## config.mk

```make
export PLATFORM = sky130hd
export DESIGN_NAME = sram_arbiter
export DESIGN_NICKNAME = d
export VERILOG_FILES = /design/src/rtl/sram_arbiter.sv
export SDC_FILE = /design/constraint.sdc
export NUM_CORES = 1
export LEC_CHECK = 0
export CORE_MARGIN = 8
export CORE_UTILIZATION = 39
export DETAILED_ROUTE_END_ITERATION = 6
export GPL_TIMING_DRIVEN = 0
export PLACE_DENSITY = 0.86
export RECOVER_POWER = 25
export SETUP_SLACK_MARGIN = 0.5
export SYNTH_ARGS = -nofsm -noshare
export SYNTH_HDL_FRONTEND = slang
export SYNTH_SLANG_ARGS = --single-unit
```

## constraint.sdc

```tcl
create_clock -name Clk -period 1.9 [get_ports Clk]
set_clock_uncertainty 0.05 [all_clocks]
set_input_delay 0.475 -clock Clk [delete_from_list [all_inputs] [get_ports Clk]]
set_output_delay 0.475 -clock Clk [all_outputs]
set_load 0.005 [all_outputs]
```

## src/rtl/sram_arbiter.sv

```systemverilog
// sram_arbiter
//   Shares a single-port frame-buffer SRAM between the display fetch path
//   (reads, priority) and the draw path (writes). It sequences each SRAM
//   access (address setup, OE/WE strobes, data capture) and bounds the number
//   of back-to-back fetch grants while a draw is waiting.
//
// Ports
//   Clk, Reset        clock, synchronous active-high reset
//   fetch_req/addr    display read request and address (held until fetch_gnt)
//   fetch_gnt         one-cycle pulse, read accepted
//   fetch_valid       one-cycle pulse, fetch_rdata holds the read word
//   fetch_rdata       read data, holds between valid pulses
//   draw_req/addr/wdata  draw write request, address, data (held until draw_gnt)
//   draw_gnt          one-cycle pulse, write accepted
//   draw_done         one-cycle pulse, write cycle complete
//   SRAM_ADDR         registered SRAM word address
//   SRAM_OE_N/WE_N    active-low output / write enables
//   SRAM_DQ_OUT/OE    write data toward the pad and its drive enable
//   SRAM_DQ_IN        pad data from the SRAM
module sram_arbiter #(
    parameter int ADDR_W        = 20,
    parameter int DATA_W        = 16,
    parameter int MAX_FETCH_RUN = 4
) (
    input  logic              Clk,
    input  logic              Reset,
    input  logic              fetch_req,
    input  logic [ADDR_W-1:0] fetch_addr,
    output logic              fetch_gnt,
    output logic              fetch_valid,
    output logic [DATA_W-1:0] fetch_rdata,
    input  logic              draw_req,
    input  logic [ADDR_W-1:0] draw_addr,
    input  logic [DATA_W-1:0] draw_wdata,
    output logic              draw_gnt,
    output logic              draw_done,
    output logic [ADDR_W-1:0] SRAM_ADDR,
    output logic              SRAM_OE_N,
    output logic              SRAM_WE_N,
    output logic [DATA_W-1:0] SRAM_DQ_OUT,
    output logic              SRAM_DQ_OE,
    input  logic [DATA_W-1:0] SRAM_DQ_IN
);

    typedef enum logic [2:0] {
        IDLE,
        RD_SETUP,
        RD_LATCH,
        WR_SETUP,
        WR_PULSE,
        WR_HOLD
    } state_t;

    state_t              state_q, state_d;
    logic [3:0]          run_cnt_q, run_cnt_d;
    logic                fetch_gnt_q, fetch_gnt_d;
    logic                draw_gnt_q, draw_gnt_d;
    logic                fetch_valid_q, fetch_valid_d;
    logic                draw_done_q, draw_done_d;
    logic [DATA_W-1:0]   rdata_q, rdata_d;
    logic [ADDR_W-1:0]   addr_q, addr_d;
    logic [DATA_W-1:0]   dq_out_q, dq_out_d;
    logic                oe_n_q, oe_n_d;
    logic                we_n_q, we_n_d;
    logic                dq_oe_q, dq_oe_d;

    logic                decide;
    logic                pick_fetch;
    logic                pick_draw;

    always_comb begin
        state_d       = state_q;
        run_cnt_d     = run_cnt_q;
        addr_d        = addr_q;
        dq_out_d      = dq_out_q;
        rdata_d       = rdata_q;
        fetch_gnt_d   = 1'b0;
        draw_gnt_d    = 1'b0;
        fetch_valid_d = 1'b0;
        draw_done_d   = 1'b0;

        // Grants are registered, so arbitration is evaluated on the edge that
        // enters an IDLE cycle: from RD_LATCH, WR_HOLD, or an IDLE cycle that
        // did not already carry a grant. The grant then shows in that IDLE
        // cycle and the following edge launches the access.
        decide = (state_q == RD_LATCH) || (state_q == WR_HOLD) ||
                 ((state_q == IDLE) && !fetch_gnt_q && !draw_gnt_q);

        pick_fetch = decide && fetch_req &&
                     (!draw_req || (run_cnt_q < 4'(MAX_FETCH_RUN)));
        pick_draw  = decide && draw_req && !pick_fetch;

        case (state_q)
            IDLE: begin
                if (fetch_gnt_q)
                    state_d = RD_SETUP;
                else if (draw_gnt_q)
                    state_d = WR_SETUP;
            end
            RD_SETUP: state_d = RD_LATCH;
            RD_LATCH: state_d = IDLE;
            WR_SETUP: state_d = WR_PULSE;
            WR_PULSE: state_d = WR_HOLD;
            WR_HOLD:  state_d = IDLE;
            default:  state_d = IDLE;
        endcase

        fetch_gnt_d = pick_fetch;
        draw_gnt_d  = pick_draw;

        if (pick_fetch)
            addr_d = fetch_addr;
        else if (pick_draw)
            addr_d = draw_addr;

        if (pick_draw)
            dq_out_d = draw_wdata;

        if (pick_draw || (decide && !draw_req) || ((state_q == IDLE) && !draw_req))
            run_cnt_d = '0;
        else if (pick_fetch && (run_cnt_q < 4'(MAX_FETCH_RUN)))
            run_cnt_d = run_cnt_q + 4'd1;

        if (state_q == RD_LATCH) begin
            rdata_d       = SRAM_DQ_IN;
            fetch_valid_d = 1'b1;
        end

        // Strobes are registered from the next state so they line up with
        // the state they belong to.
        oe_n_d      = !((state_d == RD_SETUP) || (state_d == RD_LATCH));
        we_n_d      = !(state_d == WR_PULSE);
        dq_oe_d     = (state_d == WR_SETUP) || (state_d == WR_PULSE) ||
                      (state_d == WR_HOLD);
        draw_done_d = (state_d == WR_HOLD);
    end

    always_ff @(posedge Clk) begin
        if (Reset) begin
            state_q       <= IDLE;
            run_cnt_q     <= '0;
            fetch_gnt_q   <= 1'b0;
            draw_gnt_q    <= 1'b0;
            fetch_valid_q <= 1'b0;
            draw_done_q   <= 1'b0;
            rdata_q       <= '0;
            addr_q        <= '0;
            dq_out_q      <= '0;
            oe_n_q        <= 1'b1;
            we_n_q        <= 1'b1;
            dq_oe_q       <= 1'b0;
        end else begin
            state_q       <= state_d;
            run_cnt_q     <= run_cnt_d;
            fetch_gnt_q   <= fetch_gnt_d;
            draw_gnt_q    <= draw_gnt_d;
            fetch_valid_q <= fetch_valid_d;
            draw_done_q   <= draw_done_d;
            rdata_q       <= rdata_d;
            addr_q        <= addr_d;
            dq_out_q      <= dq_out_d;
            oe_n_q        <= oe_n_d;
            we_n_q        <= we_n_d;
            dq_oe_q       <= dq_oe_d;
        end
    end

    assign fetch_gnt   = fetch_gnt_q;
    assign draw_gnt    = draw_gnt_q;
    assign fetch_valid = fetch_valid_q;
    assign fetch_rdata = rdata_q;
    assign draw_done   = draw_done_q;
    assign SRAM_ADDR   = addr_q;
    assign SRAM_OE_N   = oe_n_q;
    assign SRAM_WE_N   = we_n_q;
    assign SRAM_DQ_OUT = dq_out_q;
    assign SRAM_DQ_OE  = dq_oe_q;

endmodule

```

# Yosys cells after proc, flatten, opt, wreduce, memory -nomap -nowiden
# Cells that the tools add are included.
# word_totals
regBits,66
inputBits,76
output_inout_bits,59
elab_cells,56
# classes
n_addsub,1
n_lt_le_gt_ge,1
n_eq_ne,10
mux,6
reduce_logical,26
# ops
op,count
two-way mux 20 bit,2
"equality test 3 x 2 -> 1 bit, second input constant",4
"equality test 3 bit, second input constant",4
one-hot mux 3 bit (4 select lines),1
logical AND 1 bit,9
logical OR 1 bit,8
"equality test 3 x 1 -> 1 bit, second input constant",2
logical NOT 1 bit,6
two-way mux 3 bit,2
"adder 4 x 1 -> 4 bit, second input constant",1
"less-than comparator 4 x 3 -> 1 bit, second input constant",1
logical NOT 3 bit,1
nonzero test 2 bit,1
OR reduction 2 bit,1
two-way mux 1 bit,1

# Logic depth before layout (Yosys ltp)
# logic_depth
ltp_word,11
depth_mapped,7
depth_no_buf,4

# Worst setup path after synthesis
# OpenSTA, ideal clock, no wires.
# synth_path
path_type,in2reg
start,input fetch_req
end,register dq_out_q[10] (netlist: SRAM_DQ_OUT[10])
setup_ns,0.117
t_arrival_ns,1.556
required_time_ns,1.733
path_slack_ns,0.177
path_stages,6
n_path_buf,3
cell_sequence,or3b_1 clkbuf_1 and3_4 buf_6 buf_6 a22o_1
# synth_between
elab_chain_cells,4
# synth_lines
element,line_no,text
"start, declared",27,"input logic fetch_req,"
logical AND 1 bit (2 in series),89,pick_fetch = decide && fetch_req &&
logical NOT 1 bit,91,pick_draw = decide && draw_req && !pick_fetch;
logical AND 1 bit,91,
"end signal, assigned",161,dq_out_q <= dq_out_d;
"end, declared",62,"logic [DATA_W-1:0] dq_out_q, dq_out_d;"
# Every way passes these cells.
# A chain may end at the register's enable or synchronous reset.

# Final worst setup path
# layout_path
start,register state_q[2]
end,register addr_q[0] (netlist: SRAM_ADDR[0])
# layout_between
elab_chain_cells,9
word_cells_on_any_way,14
cone_classes,2 x eq/ne; 1 x mux; 11 x reduce/logical
# layout_lines
element,line_no,text
"start, declared",54,"state_t state_q, state_d;"
"start signal, assigned",153,state_q <= state_d;
logical NOT 3 bit,87,((state_q == IDLE) && !fetch_gnt_q && !draw_gnt_q);
logical AND 1 bit (2 in series),87,
logical OR 1 bit (*),86,decide = (state_q == RD_LATCH) || (state_q == WR_HOLD) ||
logical AND 1 bit (2 in series),89,
logical NOT 1 bit,91,
logical AND 1 bit,91,
nonzero test 2 bit (no line),n/a,
"end signal, assigned",160,addr_q <= addr_d;
"end, declared",61,"logic [ADDR_W-1:0] addr_q, addr_d;"
# Mark *: on every way between the ends. The rest lies on a longest branch, timed or not.

==> impl_metrics.yaml <==
route:
  drt-wirelength-per-cell_um: 17.72
  drc_errors: 0
  drt-total-wl_mm: 9.195
  via_count: 2694
  vias_per_cell: 5.191
  first_pass_iters: 4
  ant_nets: 0
  initialDrtViolationCount: 107
power:
  totalPowerFinal_uw: 3983
  p_leak_uw: 0.001926
  peakVddDrop_v: 0.0005735
  p_per_area_nw_per_um2: 884.5
yosys:
  syn_nets: 337
  synth_top_cell_by_area: "dfxtp_1"
  synth.most_common_cell: "dfxtp_1"
  synthSimpleGateAreaFrac: 0.1048
  synthArstFlopShare: 0
  ys_types: 34
  yosys-top-cells-count: "dfxtp_1, a21oi_1, nand2_1"
  syn_area_um2: 2530
  synth-seq-area-share: 0.5223
  synthAdderAreaFrac: 0.004946
  yosysTopAreaCellShare: 0.5223
  synth_top_family_by_area: "compound AO/OA/AOI/OAI gates"
  synth_edf_count: 0
  synth_compound_area_frac: 0.2389
  synthCells: 260
  synth_xor_xnor_area_share: 0
  synth.avg_cell_area_um2: 9.730
  synth_warnings: 0
  synth-seq-cells: 66
  synth_ff_type: "dfxtp_1"
  synth_area_leaders: "dfxtp_1, a21oi_1, mux2i_1, o31ai_1, a22o_1"
  yosys-mux-area-fraction: 0.07913
worst_hold_path:
  hold_class: "flop to flop"
  min-delay-start: "fetch_rdata[15]"
  holdPathStages: 2
  worstHoldEndpoint: "fetch_rdata[15]"
global_routing:
  antenna_found_initial: 1
  grt_max_degree: 13
  grt_usage: 0.1844
  grt_pass1_vias: 2759
  grt_pass1_wl_mm: 13.41
  grt-ovfl-total: 0
sta:
  fmax_mhz: 565.8
  worst_slew_pin_slew_ns: 0.5059
  fin_crit_sh: 0.9302
  maxSlewHeadroom: 0.6627
  final-hold-violation-count: 0
  slew_viol_final: 0
  fin_ws_ns: 0.1326
  setup_viol: 0
  min_period_ns: 1.767
  rsz0062_at_grt: "yes"
clocking:
  clk_path_buf_depth: 2
  cts_sinks: 66
  htree_levels: 3
  ctsRootBufferMaster: "clkbuf_8"
  cts_tree: "done"
  holdBufCountCts: 0
  cts_buffers: 9
  clk_pin_slew_worst_paths_ns: 0.07
  clock_latency_ns: 0.33
die:
  rows: 29
  pin_count: 135
  core_area_um2: 6314
  dieArea_um2: 9320
  start_util: 0.4007
  die_y_um: 96.54
  die-width_um: 96.54
worst_setup_path:
  critPathRequiredTime_ns: 2.07
  reg2reg_from: "state_q[2]"
  reg2reg_depth: 9
  r2r_slack_ns: 0.13
  critPathLaunchType: "flop"
  arrival_ns: 1.93
  crit_fanout: 5
  r2r_end: "SRAM_ADDR[0]"
  endpoint_kind: "flop"
  critical_path_class: "flop to flop"
run_status:
  status: "completed"
place:
  io_buffers: 133
  place.gp.congestion: 0.7798
  place_ws_ns: -0.4417
  hpwl_mm: 5.834
  dpl_cell_area_um2: 3968
job:
  cap_viol_max_count: 0
layout:
  drive_gt1_frac: 0.3991
  seqCellArea_um2: 1369
  multi_input_area_um2: 1201
  nets: 513
  finish.utilization: 0.7132
  fill_cells: 472
  syn_to_final_growth_pct: 77.99
  stdcell_area_um2: 4503
through the flow:
step                instances  setup TNS, ns  hold slack, ns
finish                    519              0          0.4004
global route              519              0          0.4181
CTS                       511              0          0.4057
detailed placement        470         -12.68          0.3979
global placement          470         -10.72          0.3917
floorplan                 260              0          0.3846
placed cells by master (no fill, tap or decap), types with 17 or more instances in the layout:
cell,count
buf_2,43
buf_4,18
nand2_1,34
dfxtp_2,35
o31ai_1,20
dfxtp_1,30
buf_6,17
mux2i_1,19
clkdlybuf4s50_1,72
a21oi_1,37
where the power goes:
group          internal, µW  switching [µW]  leakage, µW  total (µW)
combinational           498             365      0.00124         863
clock                  1000             565     0.000129        1570
sequential             1490            56.3     0.000555        1550
total                  3000             987      0.00193        3980
worst max-delay path by stage:
| stage | slack, ns | cells after the start | from | end |
|---|---|---|---|---|
| 2_1_floorplan | 0.20 | 6 | fetch_req | SRAM_DQ_OUT[10] |
| 3_3_place_gp | -0.41 | 7 | fetch_req | SRAM_DQ_OUT[10] |
| 3_5_place_dp | -0.44 | 7 | fetch_req | SRAM_DQ_OUT[7] |
| 4_1_cts | 0.22 | 9 | state_q[2] | SRAM_ADDR[2] |
| 5_1_grt | 0.05 | 9 | state_q[2] | SRAM_ADDR[0] |
| 6_report | 0.13 | 9 | state_q[2] | SRAM_ADDR[0] |
worst max-delay path, cell delays in order, from the launching register on:
cell      delay, ns
dfxtp_1        0.31
clkbuf_1       0.14
buf_6          0.14
nor3b_4        0.19
a22o_4         0.18
buf_6          0.10
buf_6          0.12
buf_12         0.12
mux2i_1        0.21
a21oi_1        0.09
final cells by class:
| cell class | instances | share of cell area |
|---|---|---|
| timing repair buffer | 165 | 0.3006 |
| inverter | 3 | 0.002501 |
| sequential | 66 | 0.3040 |
| tap | 77 | 0.02139 |
| buffer | 22 | 0.04529 |
| clock inverter | 7 | 0.03140 |
| clock buffer | 9 | 0.02751 |
| antenna | 1 | 0.0005557 |
| multi-input combinational | 169 | 0.2667 |
kinds of logic (layout without fill, tap and decap cells):
family	count (synthesis)	after routing
compound gates	91	91
fa+ha+maj	1	1
buf+inv	25	206
flops	66	66
mux	20	20
other cells	0	1
simple gates	57	57
per-layer routing:
metal / vias up / GRT usage / part of all wire
met5: - / 0 / 0
met2: 117 / 0.3123 / 0.52
met3: 24 / 0.06723 / 0.096
li1: 1289 / - / -
met4: 0 / 0.09962 / 0.026
met1: 1264 / 0.1961 / 0.36
flip-flops by register name (all words and copies together) (netlist names), 3 cells and up:
register,count
SRAM_DQ_OUT,16
SRAM_ADDR,20
run_cnt_q,4
state_q,3
fetch_rdata,16
what timing repair did:
item | CTS | global route
endpoints found under the setup margin | 118 | 96
gates cloned | 5 | 0
setup buffers | 20 | 7
pin swaps | 25 | 19
gates resized for setup | 286 | 70
(Power assumes the default switching activity.)
